**config.mk**
```make
export PLATFORM = sky130hd
export DESIGN_NAME = dmem_arbiter
export DESIGN_NICKNAME = d
export VERILOG_FILES = /design/src/rtl/dmem_arbiter.sv
export SDC_FILE = /design/constraint.sdc
export NUM_CORES = 1
export LEC_CHECK = 0
export CORE_AREA = 2 2 122 124
export DETAILED_ROUTE_END_ITERATION = 10
export DIE_AREA = 0 0 124 126
export GPL_TIMING_DRIVEN = 0
export HOLD_SLACK_MARGIN = 0.15
export PLACE_DENSITY = 0.68
export REMOVE_ABC_BUFFERS = 1
export SKIP_CTS_REPAIR_TIMING = 1
export SYNTH_ARGS = -nofsm -noshare
export SYNTH_HDL_FRONTEND = slang
export SYNTH_SLANG_ARGS = --single-unit
```
**constraint.sdc**
```tcl
create_clock -name clk -period 2.3 [get_ports clk]
set_input_delay 0.46 -clock clk [delete_from_list [all_inputs] [get_ports clk]]
set_output_delay 0.46 -clock clk [all_outputs]
set_load 0.05 [all_outputs]
```
**src/rtl/dmem_arbiter.sv**
```systemverilog
// Two-port arbiter/sequencer in front of the byte-wide data memory.
// Each access takes two cycles: ISSUE (gnt + memory strobe), then RESP (rvalid + data).
module dmem_arbiter #(
    parameter int unsigned DEPTH_BYTES = 256,
    parameter bit          FIXED_PRIO  = 1'b0
) (
    input  logic        clk,
    input  logic        reset,
    input  logic        a_req,
    input  logic        a_we,
    input  logic [31:0] a_addr,
    input  logic [31:0] a_wdata,
    input  logic [2:0]  a_funct3,
    input  logic        b_req,
    input  logic        b_we,
    input  logic [31:0] b_addr,
    input  logic [31:0] b_wdata,
    input  logic [2:0]  b_funct3,
    output logic        a_gnt,
    output logic        a_rvalid,
    output logic [31:0] a_rdata,
    output logic        a_err,
    output logic        b_gnt,
    output logic        b_rvalid,
    output logic [31:0] b_rdata,
    output logic        b_err,
    output logic        busy,
    output logic [31:0] MemSum,
    output logic [31:0] WriteData,
    output logic        MemRead,
    output logic        MemWrite,
    output logic [2:0]  Funct3,
    input  logic [31:0] ReadData
);

    typedef enum logic [1:0] {StIdle, StIssue, StResp} state_e;

    state_e      state_q;
    logic        we_q, owner_q, err_q, last_q;  // owner/last: 0 = A, 1 = B
    logic        load_ok_q;
    logic        a_gnt_q, b_gnt_q, a_rvalid_q, b_rvalid_q, a_err_q, b_err_q;
    logic        mem_read_q, mem_write_q;
    logic [31:0] mem_sum_q, write_data_q;
    logic [2:0]  funct3_q;

    logic        pick_b, sel_we, sel_err;
    logic [31:0] sel_addr, sel_wdata;
    logic [2:0]  sel_f3;

    always_comb begin
        if (a_req && b_req) begin
            pick_b = FIXED_PRIO ? 1'b0 : !last_q;
        end else begin
            pick_b = b_req;
        end
        sel_we    = pick_b ? b_we     : a_we;
        sel_addr  = pick_b ? b_addr   : a_addr;
        sel_wdata = pick_b ? b_wdata  : a_wdata;
        sel_f3    = pick_b ? b_funct3 : a_funct3;
        sel_err   = (sel_f3 != 3'b000) || (sel_addr >= 32'(DEPTH_BYTES));
    end

    always_ff @(posedge clk) begin
        if (reset) begin
            state_q      <= StIdle;
            last_q       <= 1'b1;
            we_q         <= 1'b0;
            owner_q      <= 1'b0;
            err_q        <= 1'b0;
            load_ok_q    <= 1'b0;
            a_gnt_q      <= 1'b0;
            b_gnt_q      <= 1'b0;
            a_rvalid_q   <= 1'b0;
            b_rvalid_q   <= 1'b0;
            a_err_q      <= 1'b0;
            b_err_q      <= 1'b0;
            mem_read_q   <= 1'b0;
            mem_write_q  <= 1'b0;
            mem_sum_q    <= '0;
            write_data_q <= '0;
            funct3_q     <= '0;
        end else begin
            // Every output is a single-cycle pulse unless re-armed below.
            a_gnt_q      <= 1'b0;
            b_gnt_q      <= 1'b0;
            a_rvalid_q   <= 1'b0;
            b_rvalid_q   <= 1'b0;
            a_err_q      <= 1'b0;
            b_err_q      <= 1'b0;
            load_ok_q    <= 1'b0;
            mem_read_q   <= 1'b0;
            mem_write_q  <= 1'b0;
            mem_sum_q    <= '0;
            write_data_q <= '0;
            funct3_q     <= '0;
            unique case (state_q)
                StIdle, StResp: begin
                    if (a_req || b_req) begin
                        state_q      <= StIssue;
                        we_q         <= sel_we;
                        owner_q      <= pick_b;
                        err_q        <= sel_err;
                        last_q       <= pick_b;
                        a_gnt_q      <= !pick_b;
                        b_gnt_q      <= pick_b;
                        mem_sum_q    <= sel_addr;
                        write_data_q <= sel_wdata;
                        funct3_q     <= sel_f3;
                        mem_read_q   <= !sel_we && !sel_err;
                        mem_write_q  <= sel_we && !sel_err;
                    end else begin
                        state_q <= StIdle;
                    end
                end
                StIssue: begin
                    state_q    <= StResp;
                    a_rvalid_q <= !owner_q;
                    b_rvalid_q <= owner_q;
                    a_err_q    <= !owner_q && err_q;
                    b_err_q    <= owner_q && err_q;
                    load_ok_q  <= !we_q && !err_q;
                end
                default: state_q <= StIdle;
            endcase
        end
    end

    // ReadData is registered inside the memory, so it is only valid during RESP.
    assign a_rdata   = (a_rvalid_q && load_ok_q) ? ReadData : '0;
    assign b_rdata   = (b_rvalid_q && load_ok_q) ? ReadData : '0;
    assign a_gnt     = a_gnt_q;
    assign b_gnt     = b_gnt_q;
    assign a_rvalid  = a_rvalid_q;
    assign b_rvalid  = b_rvalid_q;
    assign a_err     = a_err_q;
    assign b_err     = b_err_q;
    assign busy      = (state_q != StIdle);
    assign MemSum    = mem_sum_q;
    assign WriteData = write_data_q;
    assign MemRead   = mem_read_q;
    assign MemWrite  = mem_write_q;
    assign Funct3    = funct3_q;

endmodule

```
== Yosys cells after proc, flatten, opt, wreduce, memory -nomap -nowiden ==
Cells that the tools add are included.
Word-level totals
  bits in registers: 82
  latch bits: 0
  bits in writable memories: 0
  ROM bits: 0
  bits of input ports: 172
  output and inout port bits: 140
  logic and storage cells: 56
  memories kept: 0
Operators by class
  $add $sub $neg: 0
  multiply operators: 0
  divide/modulo/power cells: 0
  magnitude comparators: 1
  equal/unequal tests: 2
  shift operators: 0
  mux-type cells: 9
  bitwise operators: 3
  reductions and logical operators: 24
Operators by type and width (count)
  $mux 32: 4
  $ge 32x9->1 const B: 1
  $logic_and 1x1->1: 8
  $logic_not 1->1: 7
  $pmux 2 s2: 1
  $reduce_or 2->1: 2
  $mux 1: 3
  $mux 3: 1
  $not 1->1: 3
  $reduce_bool 3->1: 1
  $reduce_or 3->1: 1
  $eq 2x1->1 const B: 1
  $eq 2x2->1 const B: 1
  $logic_not 2->1: 1
  $logic_or 1x1->1: 2
  $reduce_and 2->1: 1
  $reduce_bool 2->1: 1

== Logic depth before layout (Yosys ltp) ==
  word-level depth: 7
  gate-level depth with buffers: 5
  gate-level depth less buffers: 4

== Worst setup path before layout ==
Ideal clock, no wire load.
  path kind: reg-to-output
  start: register a_rvalid_q (netlist: a_rvalid)
  end: output port a_rdata[31]
  arrival: 1401 ps
  required time: 1840 ps
  slack: 439 ps
  cell stages (with the launch flop): 3
  path buffers: 1
  path through: dfxtp_1 clkbuf_1 and3_1
On the way
  word-level cells in the longest chain between the ends: 2
RTL lines
  start: declaration: line 41  | logic a_gnt_q, b_gnt_q, a_rvalid_q, b_rvalid_q, a_err_q, b_err_q;
  start signal: assignment: line 117  | a_rvalid_q <= !owner_q;
  $logic_and 1x1->1: line 129  | assign a_rdata = (a_rvalid_q && load_ok_q) ? ReadData : '0;
  $mux 32: line 129
  end: declaration: line 21  | output logic [31:0] a_rdata,
Every way passes these cells.

== Worst setup path after layout ==
  start: register load_ok_q
  end: output port b_rdata[31]
On the way
  word-level cells in the longest chain between the ends: 2
RTL lines
  start: declaration: line 40  | logic load_ok_q;
  start signal: assignment: line 121  | load_ok_q <= !we_q && !err_q;
  $logic_and 1x1->1: line 130  | assign b_rdata = (b_rvalid_q && load_ok_q) ? ReadData : '0;
  $mux 32: line 130
  end: declaration: line 25  | output logic [31:0] b_rdata,
Every way passes these cells.

==> implementation parameters <==
Parameter                              Value

Timing
  Sum of negative setup slack ... 0 ns
  Portion of the clock cycle consumed by the worst path in the final layout ... roughly 96%
  Hold Vio Cnt, Final ... 0
  Hold Slack ... around 0.42 ns
  Relative slew slack ... a little under two fifths
  Minimum period implied by the final worst setup slack ... 2.202 ns
  Max-slew violation total from the final report ... 0
  Setup violations, final ... 0
  Slew @ Worst Pin ... approximately 0.92 ns
  Timing-limited maximum frequency ... approximately 0.45 GHz
  Unrepaired setup endpoints after global routing ... no
  Layout Skew ... 0.008008 ns

Logic synthesis
  #FFs+latches synth ... 82
  Number of flops mapped to enable cells by yosys ... 0
  Register area share after synthesis ... 50.33%
  FFs w/ async S/R, synth ... 0%
  Most common flop cell mapped by yosys ... sky130_fd_sc_hd__dfxtp_1
  Count of cell types in the netlist ... 29
  Total standard cell area after synthesis ... between 3000 and 4000 um2
  Cell with the most instances after synthesis ... sky130_fd_sc_hd__dfxtp_1
  Number of warning messages in the yosys log ... 0
  Synth top area share ... between 50% and 60%
  Dominant cells by area after synthesis ... sky130_fd_sc_hd__dfxtp_1 50%, sky130_fd_sc_hd__and3_1 12%, sky130_fd_sc_hd__a22o_1 8.6%
  Post-synth top cells ... 82 x sky130_fd_sc_hd__dfxtp_1, 71 x sky130_fd_sc_hd__nand2_1, 65 x sky130_fd_sc_hd__and3_1
  Top cell type by total area after synthesis ... sky130_fd_sc_hd__dfxtp_1
  Number of cells produced by synthesis ... between 300 and 400
  Avg Inst Size Synth ... between 9 and 10 um2

Placed design
  Buffers added on ports ... just over 300
  Detail Placement HPWL ... approximately 11000 um
  Final estimated routing congestion in global placement ... 0.8286

Route
  Count of antenna-violating nets left after detailed routing ... 0
  Met2 Routed Length ... 7711 um
  Pre-Repair DR Iteration Count ... 5
  Vias per cell ... around 4.7
  DR WL met3 ... roughly 1600 um
  Number of remaining DRC errors ... 0
  Wirelength, routed ... around 15000 um
  Average wire per standard cell ... ~17 um
  Via Count ... between 3000 and 4000
  Routed metal-1 wirelength ... ~5100 um
  Top layer used by detailed routing ... met4
  Number of violations reported at the end of detailed-routing iteration 0 ... 126

Floorplanning
  Starting density of the core ... between 20% and 30%
  Chip Height ... 126 um
  Number of placed I/O pins ... approximately 310
  Die area ... 15620 um2
  Number of standard-cell rows in the floorplan ... 44
  Floorplan Core Area ... between 10000 and 15000 um2
  Die X-Extent ... roughly 120 um

Cells and area
  Share of cells above drive strength 1 ... approximately 5.7%
  Sequential Area ... about 1700 um2
  Synth-to-layout area growth ... 115.0%
  Filler instances ... ~1300
  Area used by multi-input combinational logic ... 1470 um2
  Total Nets Final ... 834
  Antenna diode count ... 0

GRT
  Global Route Usage Sum ... between 10% and 20%
  Vias in the first global route ... approximately 3800
  First-pass GRT wire length ... 19990 um
  Pin count of the biggest net entering global routing ... 65
  Antenna violations before repair ... 0
  Grt ovf ... 0

Setup path
  Startpoint-to-endpoint class of the critical path ... reg -> out
  Data arrival at the endpoint of the critical path ... about 1.7 ns
  Data required time at the worst endpoint ... about 1.8 ns
  Max Fanout on Critical Path ... 33
  Kind of start point of the critical path ... flop
  Slowest-stage cell, CP ... sky130_fd_sc_hd__dfxtp_4
  Element type at the critical path end ... output port
  Chain of cells forming the critical path ... clkbuf_16, and3_1, dlymetal6s2s_1
  Maximum cell stage delay along the critical path ... 0.52 ns

Pwr
  Power after layout ... between 4 and 5 mW
  Fraction of power spent switching nets ... roughly 30%
  Net load switching power ... approximately 1.2 mW
  Leakage power summed over all cells ... around 4 nW
  Internal power ... 2.881 mW
  Share of power burned in registers ... a little under two fifths
  Clk network pwr share ... a little over a third
  Logic gate share of total power ... between 20% and 30%
  Power density relative to cell area ... 583.6 nW/um2
  VDD IR-drop max ... 387.7 uV

Status
  Status ... completed

Clock network
  Clock input transition at the sequential cells of the worst setup and hold paths ... roughly 0.06 ns
  CTS H-tree lvls ... 3
  Number of buffers inserted during clock tree synthesis ... 9
  Clock Latency Late Sink ... between 0.3 and 0.4 ns
  Clk root buf ... sky130_fd_sc_hd__clkbuf_16
  CTS tree ... done
  CTS sink count ... a little over 80
  CTS Buffer Depth ... 2

Job
  Count of max-cap constraint violations ... 0

Hold path
  Class of the tightest hold or removal check ... reg -> reg
-- area by class of cell --
| type | instances | area share (%) |
|---|---|---|
| flip-flops and latches | 82 | 23.56 |
| clock buffers | 11 | 3.461 |
| multi-input cells | 249 | 20.96 |
| clock inverters | 5 | 0.8919 |
| well taps | 184 | 3.282 |
| inverters | 2 | 0.1070 |
| repair buffers | 318 | 47.73 |
-- path summary, 6_finish.rpt --
| kind | endpoint | startpoint | slack [ns] | cells past startpoint |
|---|---|---|---|---|
| setup / recovery | b_rdata[31] | load_ok_q | 0.1 | 3 |
| hold / removal | load_ok_q | we_q | 0.42 | 1 |
| setup reg to reg | err_q | last_q | 0.49 | 4 |
| hold reg to reg | load_ok_q | we_q | 0.42 | 1 |
-- critical path, delay by kind of cell (launching register included) --
family,cells,cell delay [ns]
buffers and inverters,2,0.73
flip-flops,1,0.52
AND/OR/NAND/NOR,1,0.16
-- layout by cell type, fill, tap and decap left out, types with 3 or more instances in the layout --
cell type,n
sky130_fd_sc_hd__dfxtp_4,3
sky130_fd_sc_hd__clkdlybuf4s50_1,246
sky130_fd_sc_hd__clkbuf_16,10
sky130_fd_sc_hd__nand4_1,4
sky130_fd_sc_hd__dlymetal6s2s_1,61
sky130_fd_sc_hd__dfxtp_1,79
sky130_fd_sc_hd__a22o_1,32
sky130_fd_sc_hd__a21oi_1,36
sky130_fd_sc_hd__nand2_1,71
sky130_fd_sc_hd__buf_4,4
sky130_fd_sc_hd__and3_1,65
sky130_fd_sc_hd__clkbuf_2,4
sky130_fd_sc_hd__nor3b_1,3
sky130_fd_sc_hd__nor2_1,6
sky130_fd_sc_hd__nor4_1,12
sky130_fd_sc_hd__nor3_1,4
-- metal layers --
metal / up-vias / global-route usage, %
met2: 225 / 32.51
met1: 1854 / 16.50
met5: - / 0
met3: 23 / 4.891
li1: 1892 / -
met4: 0 / 7.138
-- registers in the layout (all words and copies together) (netlist names), 2 cells and up --
signal	count
MemSum	32
WriteData	32
Funct3	3
state_q	2
-- cells by family (layout without fill, tap and decap cells) --
group	Yosys count	count (layout)	share of synthesized area, %
flops	82	82	50.33
simple gates	173	173	28.04
buf+inv	32	336	5.332
compound gates	74	75	16.00
mux	1	1	0.3069
-- through the flow --
step | setup slack (ns) | utilization [%] | instances | instance area, um2
after floorplan | 0.1324 | - | 332 | 3095
after global placement | -1.151 | 44.98 | 827 | 6439
after detailed placement | -0.6729 | 45.22 | 828 | 6472
after CTS | -1.040 | 47.35 | 844 | 6778
after global routing | 0.002189 | 49.00 | 851 | 7014
final | 0.09789 | 49.00 | 851 | 7014
-- power by group through the flow --
| stage | sequential, mW | combinational [mW] | clock [mW] |
|---|---|---|---|
| after floorplan | 1.88 | 0.179 | 0 |
| after global placement | 1.59 | 1.01 | 0 |
| after detailed placement | 1.60 | 1.02 | 0 |
| after CTS | 1.57 | 1.03 | 1.52 |
| after global routing | 1.57 | 1.10 | 1.60 |
| final | 1.56 | 1.05 | 1.48 |
Power figures use the tool's default switching activity.
